[config.mk]
export PLATFORM = sky130hd
export DESIGN_NAME = bmf_decomp_stream
export DESIGN_NICKNAME = d
export VERILOG_FILES = /design/src/rtl/bmf_pkg.sv /design/src/rtl/bmf_h_row.sv /design/src/rtl/bmf_decomp_stream.sv
export SDC_FILE = /design/constraint.sdc
export NUM_CORES = 1
export LEC_CHECK = 0
export BUFFER_PORTS_ARGS = -buffer_cell sky130_fd_sc_hd__buf_2
export CAP_MARGIN = 10
export CORE_UTILIZATION = 47
export DETAILED_ROUTE_END_ITERATION = 6
export PLACE_DENSITY_LB_ADDON = 0.25
export SYNTH_ARGS = -nofsm -noshare
export SYNTH_HDL_FRONTEND = slang
export SYNTH_SLANG_ARGS = --single-unit
[constraint.sdc]
create_clock -name clk -period 1.8 [get_ports clk]
set_clock_uncertainty 0.15 [all_clocks]
set_input_delay 0.36 -clock clk [delete_from_list [all_inputs] [get_ports clk]]
set_output_delay 0.36 -clock clk [all_outputs]
set_load 0.02 [all_outputs]
[src/rtl/bmf_pkg.sv]
// Shared types and helpers for the BMF decompressor stream.
//   mode_e      : product semiring select (OR or GF(2)/XOR)
//   default_bit : which factor bit row j of the default H matrix selects
//   popcount    : number of ones in a 64-bit vector
//   sat_add     : saturating add with an explicit ceiling
package bmf_pkg;

    typedef enum logic {
        MODE_OR  = 1'b0,
        MODE_XOR = 1'b1
    } mode_e;

    // Rows 0..M-K all pick k0; the remaining K-1 rows pick k1..k(K-1).
    function automatic int default_bit(input int j, input int k, input int m);
        if (j <= m - k) begin
            return 0;
        end
        return j - (m - k);
    endfunction

    function automatic logic [6:0] popcount(input logic [63:0] v);
        logic [6:0] cnt;
        cnt = '0;
        for (int i = 0; i < 64; i++) begin
            cnt = cnt + 7'(v[i]);
        end
        return cnt;
    endfunction

    // One extra carry bit catches wrap-around when the ceiling is all ones.
    function automatic logic [63:0] sat_add(input logic [63:0] a,
                                            input logic [63:0] b,
                                            input logic [63:0] max);
        logic [64:0] sum;
        sum = {1'b0, a} + {1'b0, b};
        if (sum > {1'b0, max}) begin
            return max;
        end
        return sum[63:0];
    endfunction

endpackage

[src/rtl/bmf_h_row.sv]
// One output bit of the decompressor: dot product of an H row with the
// factor vector under the selected semiring.
//   i_row  : H row, bit i = H[j][i]
//   i_k    : factor vector
//   i_mode : MODE_OR -> OR of ANDs, MODE_XOR -> parity of ANDs
//   o_bit  : resulting output bit
module bmf_h_row
    import bmf_pkg::*;
#(
    parameter int K = 5
) (
    input  logic [K-1:0] i_row,
    input  logic [K-1:0] i_k,
    input  mode_e        i_mode,
    output logic         o_bit
);

    logic [K-1:0] w_and;

    assign w_and = i_row & i_k;
    assign o_bit = (i_mode == MODE_XOR) ? ^w_and : |w_and;

endmodule

[src/rtl/bmf_decomp_stream.sv]
// Streaming BMF decompressor: expands K-bit factor vectors to M outputs
// through a run-time programmable K x M Boolean H matrix, two-stage
// valid/ready pipeline.
// Optional feature macro: BMF_ERR_STATS_EN (Hamming error / vector counters
// against an exact reference; when undefined the counters read 0 and
// in_exact / clr_stats are ignored).
// Ports:
//   clk, rst_n                       clock, async active-low reset
//   cfg_we, cfg_addr, cfg_wdata      write H row cfg_addr (bit i = H[j][i])
//   cfg_mode_we, cfg_mode            write mode (0 = OR, 1 = XOR)
//   in_valid, in_ready, in_k, in_exact   input stream
//   out_valid, out_ready, out_data   output stream
//   clr_stats, err_count, vec_count  statistics
// Handshake: a beat transfers on a rising edge where valid & ready are both
// high; a producer holding valid keeps its data stable until the transfer,
// and out_data is held while out_valid & !out_ready. in_ready depends only
// on pipeline state and out_ready, never on in_valid.
module bmf_decomp_stream
    import bmf_pkg::*;
#(
    parameter int K     = 5,
    parameter int M     = 8,
    parameter int CNT_W = 32,
    parameter int AW    = $clog2(M)
) (
    input  logic             clk,
    input  logic             rst_n,
    input  logic             cfg_we,
    input  logic [AW-1:0]    cfg_addr,
    input  logic [K-1:0]     cfg_wdata,
    input  logic             cfg_mode_we,
    input  logic             cfg_mode,
    input  logic             in_valid,
    output logic             in_ready,
    input  logic [K-1:0]     in_k,
    input  logic [M-1:0]     in_exact,
    output logic             out_valid,
    input  logic             out_ready,
    output logic [M-1:0]     out_data,
    input  logic             clr_stats,
    output logic [CNT_W-1:0] err_count,
    output logic [CNT_W-1:0] vec_count
);

    logic [K-1:0] r_h [M];
    mode_e        r_mode;
    logic         r_s1_valid;
    logic [K-1:0] r_s1_k;
    logic         r_out_valid;
    logic [M-1:0] r_out_data;
    logic [M-1:0] w_prod;
    logic         w_s1_adv;
    logic         w_s2_adv;

    assign w_s2_adv  = !r_out_valid | out_ready;
    assign w_s1_adv  = !r_s1_valid | w_s2_adv;
    assign in_ready  = w_s1_adv;
    assign out_valid = r_out_valid;
    assign out_data  = r_out_data;

    // Config registers. The product reads r_h/r_mode directly, so a write
    // lands one edge later and affects every later s1->s2 move.
    always_ff @(posedge clk or negedge rst_n) begin
        if (!rst_n) begin
            for (int j = 0; j < M; j++) begin
                r_h[j] <= K'(1) << default_bit(j, K, M);
            end
            r_mode <= MODE_OR;
        end else begin
            if (cfg_we && (32'(cfg_addr) < M)) begin
                r_h[cfg_addr] <= cfg_wdata;
            end
            if (cfg_mode_we) begin
                r_mode <= mode_e'(cfg_mode);
            end
        end
    end

    for (genvar j = 0; j < M; j++) begin : g_row
        bmf_h_row #(.K(K)) u_row (
            .i_row  (r_h[j]),
            .i_k    (r_s1_k),
            .i_mode (r_mode),
            .o_bit  (w_prod[j])
        );
    end

    always_ff @(posedge clk or negedge rst_n) begin
        if (!rst_n) begin
            r_s1_valid  <= 1'b0;
            r_s1_k      <= '0;
            r_out_valid <= 1'b0;
            r_out_data  <= '0;
        end else begin
            if (w_s1_adv) begin
                r_s1_valid <= in_valid;
                if (in_valid) begin
                    r_s1_k <= in_k;
                end
            end
            if (w_s2_adv) begin
                r_out_valid <= r_s1_valid;
                if (r_s1_valid) begin
                    r_out_data <= w_prod;
                end
            end
        end
    end

`ifdef BMF_ERR_STATS_EN
    // Shift by CNT_W = 64 yields 0, so the ceiling becomes all ones.
    localparam logic [63:0] CNT_MAX = (64'd1 << CNT_W) - 64'd1;

    logic [M-1:0]     r_s1_exact;
    logic [M-1:0]     r_s2_exact;
    logic [CNT_W-1:0] r_err;
    logic [CNT_W-1:0] r_vec;
    logic             w_xfer;
    logic [6:0]       w_pop;

    assign w_xfer    = r_out_valid & out_ready;
    assign w_pop     = popcount(64'(r_out_data ^ r_s2_exact));
    assign err_count = r_err;
    assign vec_count = r_vec;

    always_ff @(posedge clk or negedge rst_n) begin
        if (!rst_n) begin
            r_s1_exact <= '0;
            r_s2_exact <= '0;
            r_err      <= '0;
            r_vec      <= '0;
        end else begin
            if (w_s1_adv && in_valid) begin
                r_s1_exact <= in_exact;
            end
            if (w_s2_adv && r_s1_valid) begin
                r_s2_exact <= r_s1_exact;
            end
            // Clear takes priority over a coincident transfer.
            if (clr_stats) begin
                r_err <= '0;
                r_vec <= '0;
            end else if (w_xfer) begin
                r_err <= CNT_W'(sat_add(64'(r_err), 64'(w_pop), CNT_MAX));
                r_vec <= CNT_W'(sat_add(64'(r_vec), 64'd1, CNT_MAX));
            end
        end
    end
`else
    logic w_unused_stats;

    assign w_unused_stats = ^{in_exact, clr_stats};
    assign err_count      = '0;
    assign vec_count      = '0;
`endif

endmodule
# --- Word-level counts from Yosys, hierarchy flattened ---
# Index checks and enable logic that the tools add are counted.
totals:
  reg_bits: 56
  in_bits: 29
  out_inout_bits: 74
  word_cells: 58
classes:
  order_cmp: 2
  mux: 11
  n_bitwise: 11
  n_reduce_logical: 21
ops:
  columns: ["op", "count"]
  rows:
  - ["$and A5 B5 Y5", 8]
  - ["$bwmux W40", 1]
  - ["$reduce_or A5 Y1", 8]
  - ["$reduce_xor A5 Y1", 8]
  - ["$demux W5 S3", 1]
  - ["$mux W1", 8]
  - ["$mux W5", 1]
  - ["$ge A4 B4 Y1 const B", 1]
  - ["$lt A4 B1 Y1 const B", 1]
  - ["$not A3 Y4", 1]
  - ["$reduce_and A2 Y1", 2]
  - ["$logic_not A1 Y1", 2]
  - ["$or A1 B1 Y1", 2]
  - ["$logic_and A1 B1 Y1", 1]

# --- Logic depth before layout (Yosys ltp) ---
logic_depth:
  word_depth: 6
  ltp_mapped: 6
  ltp_nobuf: 5

# --- By module ---
# Synthesis repeated with hierarchy kept, for this count alone.
hier_totals:
  cells_unflattened: 279
  hier_area_um2: 3248.1
by_module_without_submodules:
  columns: ["mod", "instances", "cells_each", "area_per_inst_um2", "seq_area_each_um2"]
  rows:
  - ["bmf_decomp_stream", 1, 191, 2637.5, 1411.4]
  - ["bmf_h_row", 8, 11, 76.3, 0.0]

# --- Worst setup path after synthesis ---
# Ideal clock, no wire load.
synth_timing:
  path_kind: "reg2reg"
  start: "register r_s1_k[2]"
  end: "register r_out_data[0], in the netlist out_data[0]"
  setup_ns: 0.120
  arrival_time_ns: 1.599
  required_ns: 1.530
  setup_slack_ns: -0.069
  stages_incl_launch_ff: 7
  path_buffers: 1
  period_less_slack_ns: 1.869
  cell_sequence: "dfrtp_1 -> clkbuf_1 -> nand2_1 -> ha_1 -> xor2_1 -> a221o_1 -> a31o_2"
synth_via:
  elab_chain_len: 3
  word_cells_on_any_way: 4
  cone_classes: "1 x mux; 1 x bitwise; 2 x reduce/logical"
synth_lines:
  columns: ["item", "line_no", "text"]
  rows:
  - ["start: declaration", "bmf_decomp_stream.sv:48", "logic [K-1:0] r_s1_k;"]
  - ["start signal: assignment", "bmf_decomp_stream.sv:98", "r_s1_k <= in_k;"]
  - ["$and A5 B5 Y5 *", "bmf_h_row.sv:20", "assign w_and = i_row & i_k;"]
  - ["$reduce_or A5 Y1 / $reduce_xor A5 Y1 (equally long branches)", "bmf_h_row.sv:21", "assign o_bit = (i_mode == MODE_XOR) ? ^w_and : |w_and;"]
  - ["$mux W1 *", "bmf_h_row.sv:21", null]
  - ["end signal: assignment", "bmf_decomp_stream.sv:104", "r_out_data <= w_prod;"]
  - ["end: declaration", "bmf_decomp_stream.sv:50", "logic [M-1:0] r_out_data;"]
# Every way passes the cells marked *; elsewhere a longest branch is shown, timed or not.
# A chain may end at the register's enable or synchronous reset.

# --- Final worst setup path ---
# Same ends and word-level chain as after synthesis.

==> results.json <==
{
  "total_power_mw": 4.02,
  "slowest_stage": "dfrtp_2",
  "rrSetupSlack_ns": -0.04,
  "crit_chain": "buf_4 > nand2_2 > ha_4 > xor2_2 > a221o_1 > a31o_2",
  "critPathLaunchType": "flop",
  "num_vias": 2081,
  "hold_viol": 0,
  "synth_top_family_by_area": "buffers and inverters",
  "synth.avg_cell_area_um2": 11.3,
  "min_from": "in_valid",
  "crit_fanout": 3,
  "final_layout_size_suffix_gt1_share_pct": 45.3,
  "hold_end": "r_s1_valid",
  "core_area_um2": 6790,
  "n_antenna_cell": 0,
  "rsz0062_at_grt": "yes",
  "grt_first_pass_wirelength_mm": 9.75,
  "setup-violations-final": 7,
  "synth_cells": 291,
  "die_h_um": 85.7,
  "grt_max_degree": 57,
  "fin_ws_ns": -0.0404,
  "yosys.area_share.adder_pct": 6.08,
  "timing.rr.start": "r_s1_k[2]",
  "top_layer": "met4",
  "violations": "negative setup slack",
  "max_freq_ghz": 0.543,
  "root_buffer": "clkbuf_8",
  "clockBufferDepth": 2,
  "dieArea_um2": 7340,
  "synth_area_um2": 3290,
  "rr_worst_depth": 6,
  "placed_area_um2": 3340,
  "tightest_slew_ns": 0.565,
  "grt-ovfl-total": 0,
  "htree_levels": 2,
  "status": "finished, violations left",
  "synth_simple_gate_area_share_pct": 9.32,
  "drv_cap": 0,
  "synthMuxAreaShare_pct": 15.7,
  "grtUsageTotal_pct": 18.5,
  "cts_tree": "done",
  "whs_path_depth": 2,
  "critPathTopFamily": "compound AO/OA/AOI/OAI gates",
  "min_path_type": "in -> reg",
  "final_common_cell": "conb_1",
  "dp_slack_ns": -0.198,
  "final.fill_count": 604,
  "die_w_um": 85.7,
  "slowest_delay_ns": 0.44,
  "endpoint_kind": "flop",
  "post-route-period-util_pct": 102,
  "yosys_warnings": 0,
  "yosysTopAreaCellShare_pct": 36.5,
  "synth_xor_area_share_pct": 2.13,
  "cts_sinks": 56,
  "antenna_found_initial": 0,
  "final_area_um2": 3750,
  "worstPathRequired_ns": 1.86,
  "drtIter0Drc": 52,
  "cts_buffers": 5,
  "path_clk_slew_ns": 0.09,
  "powerDensity_nw_per_um2": 1070,
  "cp_data_arrival_time_ns": 1.90,
  "clock_latency_ns": 0.31,
  "portBuffers": 29,
  "report.final.slew_viol_count": 0,
  "gp_congestion": 0.737,
  "crit_buf_inv": 1,
  "place_hpwl_mm": 4.09,
  "synth_compound_area_share_pct": 7.60,
  "relSlewSlack_pct": 62.4,
  "vias_per_cell": 4.85,
  "ys_types": 21,
  "ys_top_cells_by_area": "dfrtp_1, mux2_2, buf_4",
  "leakage_nw": 1.69,
  "wl_met3_um": 276,
  "firstDrtPassIters": 4,
  "ant_nets": 0,
  "r2r-end": "out_data[0]",
  "final_cell_mix": "conb_1, mux2_2, dfrtp_1",
  "syn2layout_area_growth_pct": 14.0,
  "io_pins": 103,
  "dr_wl_met2_mm": 3.24,
  "wl_mm": 6.62,
  "final_nets": 377,
  "initial_utilization_pct": 48.4,
  "ys_seq_elements": 56,
  "rows": 30,
  "layout_min_cycle_time_ns": 1.84,
  "drcViolationCount": 0,
  "wl_met1_mm": 3.00,
  "ir_drop_mv": 0.521,
  "yosysSeqAreaShare_pct": 42.9,
  "wl_per_cell_um": 15.4,
  "grt_pass1_vias": 1774,
  "yosysTopAreaCell": "dfrtp_1",
  "critPathKind": "reg -> reg"
}
## where the power goes
| group | switching (mW) | total (mW) | internal (mW) |
|---|---|---|---|
| registers | 0.194 | 1.77 | 1.58 |
| logic | 0.781 | 1.53 | 0.749 |
| clock network | 0.399 | 0.714 | 0.315 |
| total | 1.37 | 4.02 | 2.64 |
## cell families after synthesis
kind of cell             count (synthesis)
AO/OA/AOI/OAI                           32
XOR/XNOR                                 8
adder cells (fa/ha/maj)                 16
buffers and inverters                   76
flip-flops                              56
multiplexers                            46
other                                    1
AND/OR/NAND/NOR                         56
## Yosys cell counts
| master | number |
|---|---|
| conb_1 | 1 |
| and2_1 | 1 |
| dfrtp_1 | 48 |
| a31o_2 | 8 |
| nand4_1 | 9 |
| xor2_1 | 8 |
| clkbuf_1 | 8 |
| dfstp_2 | 8 |
| a221o_1 | 8 |
| ha_1 | 16 |
| nand4b_1 | 3 |
| a21oi_1 | 8 |
| nor3_2 | 2 |
| nand2b_1 | 4 |
| a21boi_0 | 8 |
| mux2_2 | 46 |
| buf_4 | 64 |
| buf_2 | 4 |
| nand2_1 | 34 |
| nand3b_1 | 1 |
| nor3b_4 | 2 |
## final cells by class
cell class              count  area, um2  share of cell area [%]
well taps                  96        120                    3.20
repair buffers             47        338                    9.00
multi-input cells         222       1790                    47.6
flip-flops and latches     56       1420                    37.7
clock buffers               8       90.1                    2.40
## metal layers
metal,GRT usage [%],vias to the layer above
met2,30.0,78
met5,0,-
met4,6.82,0
met1,25.2,1027
met3,2.89,9
li1,-,967
## repair_timing
action	4_1_cts	5_1_grt
hold buffers	1	0
hold endpoints to repair	48	0
endpoints found under the setup margin	8	8
gates resized for setup	15	33
buffers inserted	9	1
pin swaps	12	22
## through the flow
step / hold slack [ns] / std cells / utilization (%) / setup TNS [ns]
3_5_place_dp: 0.235 / 410 / 49.2 / -1.31
4_1_cts: 0.106 / 428 / 52.1 / -0.0754
6_report: 0.106 / 429 / 55.2 / -0.169
2_1_floorplan: -0.0856 / 354 / - / 0
3_3_place_gp: 0.233 / 410 / 49.2 / -1.10
5_1_grt: 0.101 / 429 / 55.2 / -0.538
## worst register-to-register path, cell delays in order (launching register included)
cell and delay (ns):
dfrtp_2 0.44, buf_4 0.15, nand2_2 0.08, ha_4 0.20
xor2_2 0.17, a221o_1 0.31, a31o_2 0.24
## worst max path at each step
stage	from	end	slack (ns)	cells after the start
after floorplan	r_h[35]	out_data[0]	0.02	5
after CTS	r_h[20]	out_data[3]	-0.03	5
after global placement	r_s1_k[2]	out_data[0]	-0.16	5
after detailed placement	r_s1_k[0]	out_data[0]	-0.20	5
final	r_s1_k[2]	out_data[0]	-0.04	6
after global routing	r_s1_k[2]	out_data[0]	-0.09	6
## state kept, by name, indices dropped and copies added, names as in the netlist
| signal | count |
|---|---|
| r_s1_k | 5 |
| out_data | 8 |
| out_valid | 1 |
| r_mode | 1 |
| r_s1_valid | 1 |
| r_h | 40 |
Note: power is estimated with default switching activity, not from simulation.
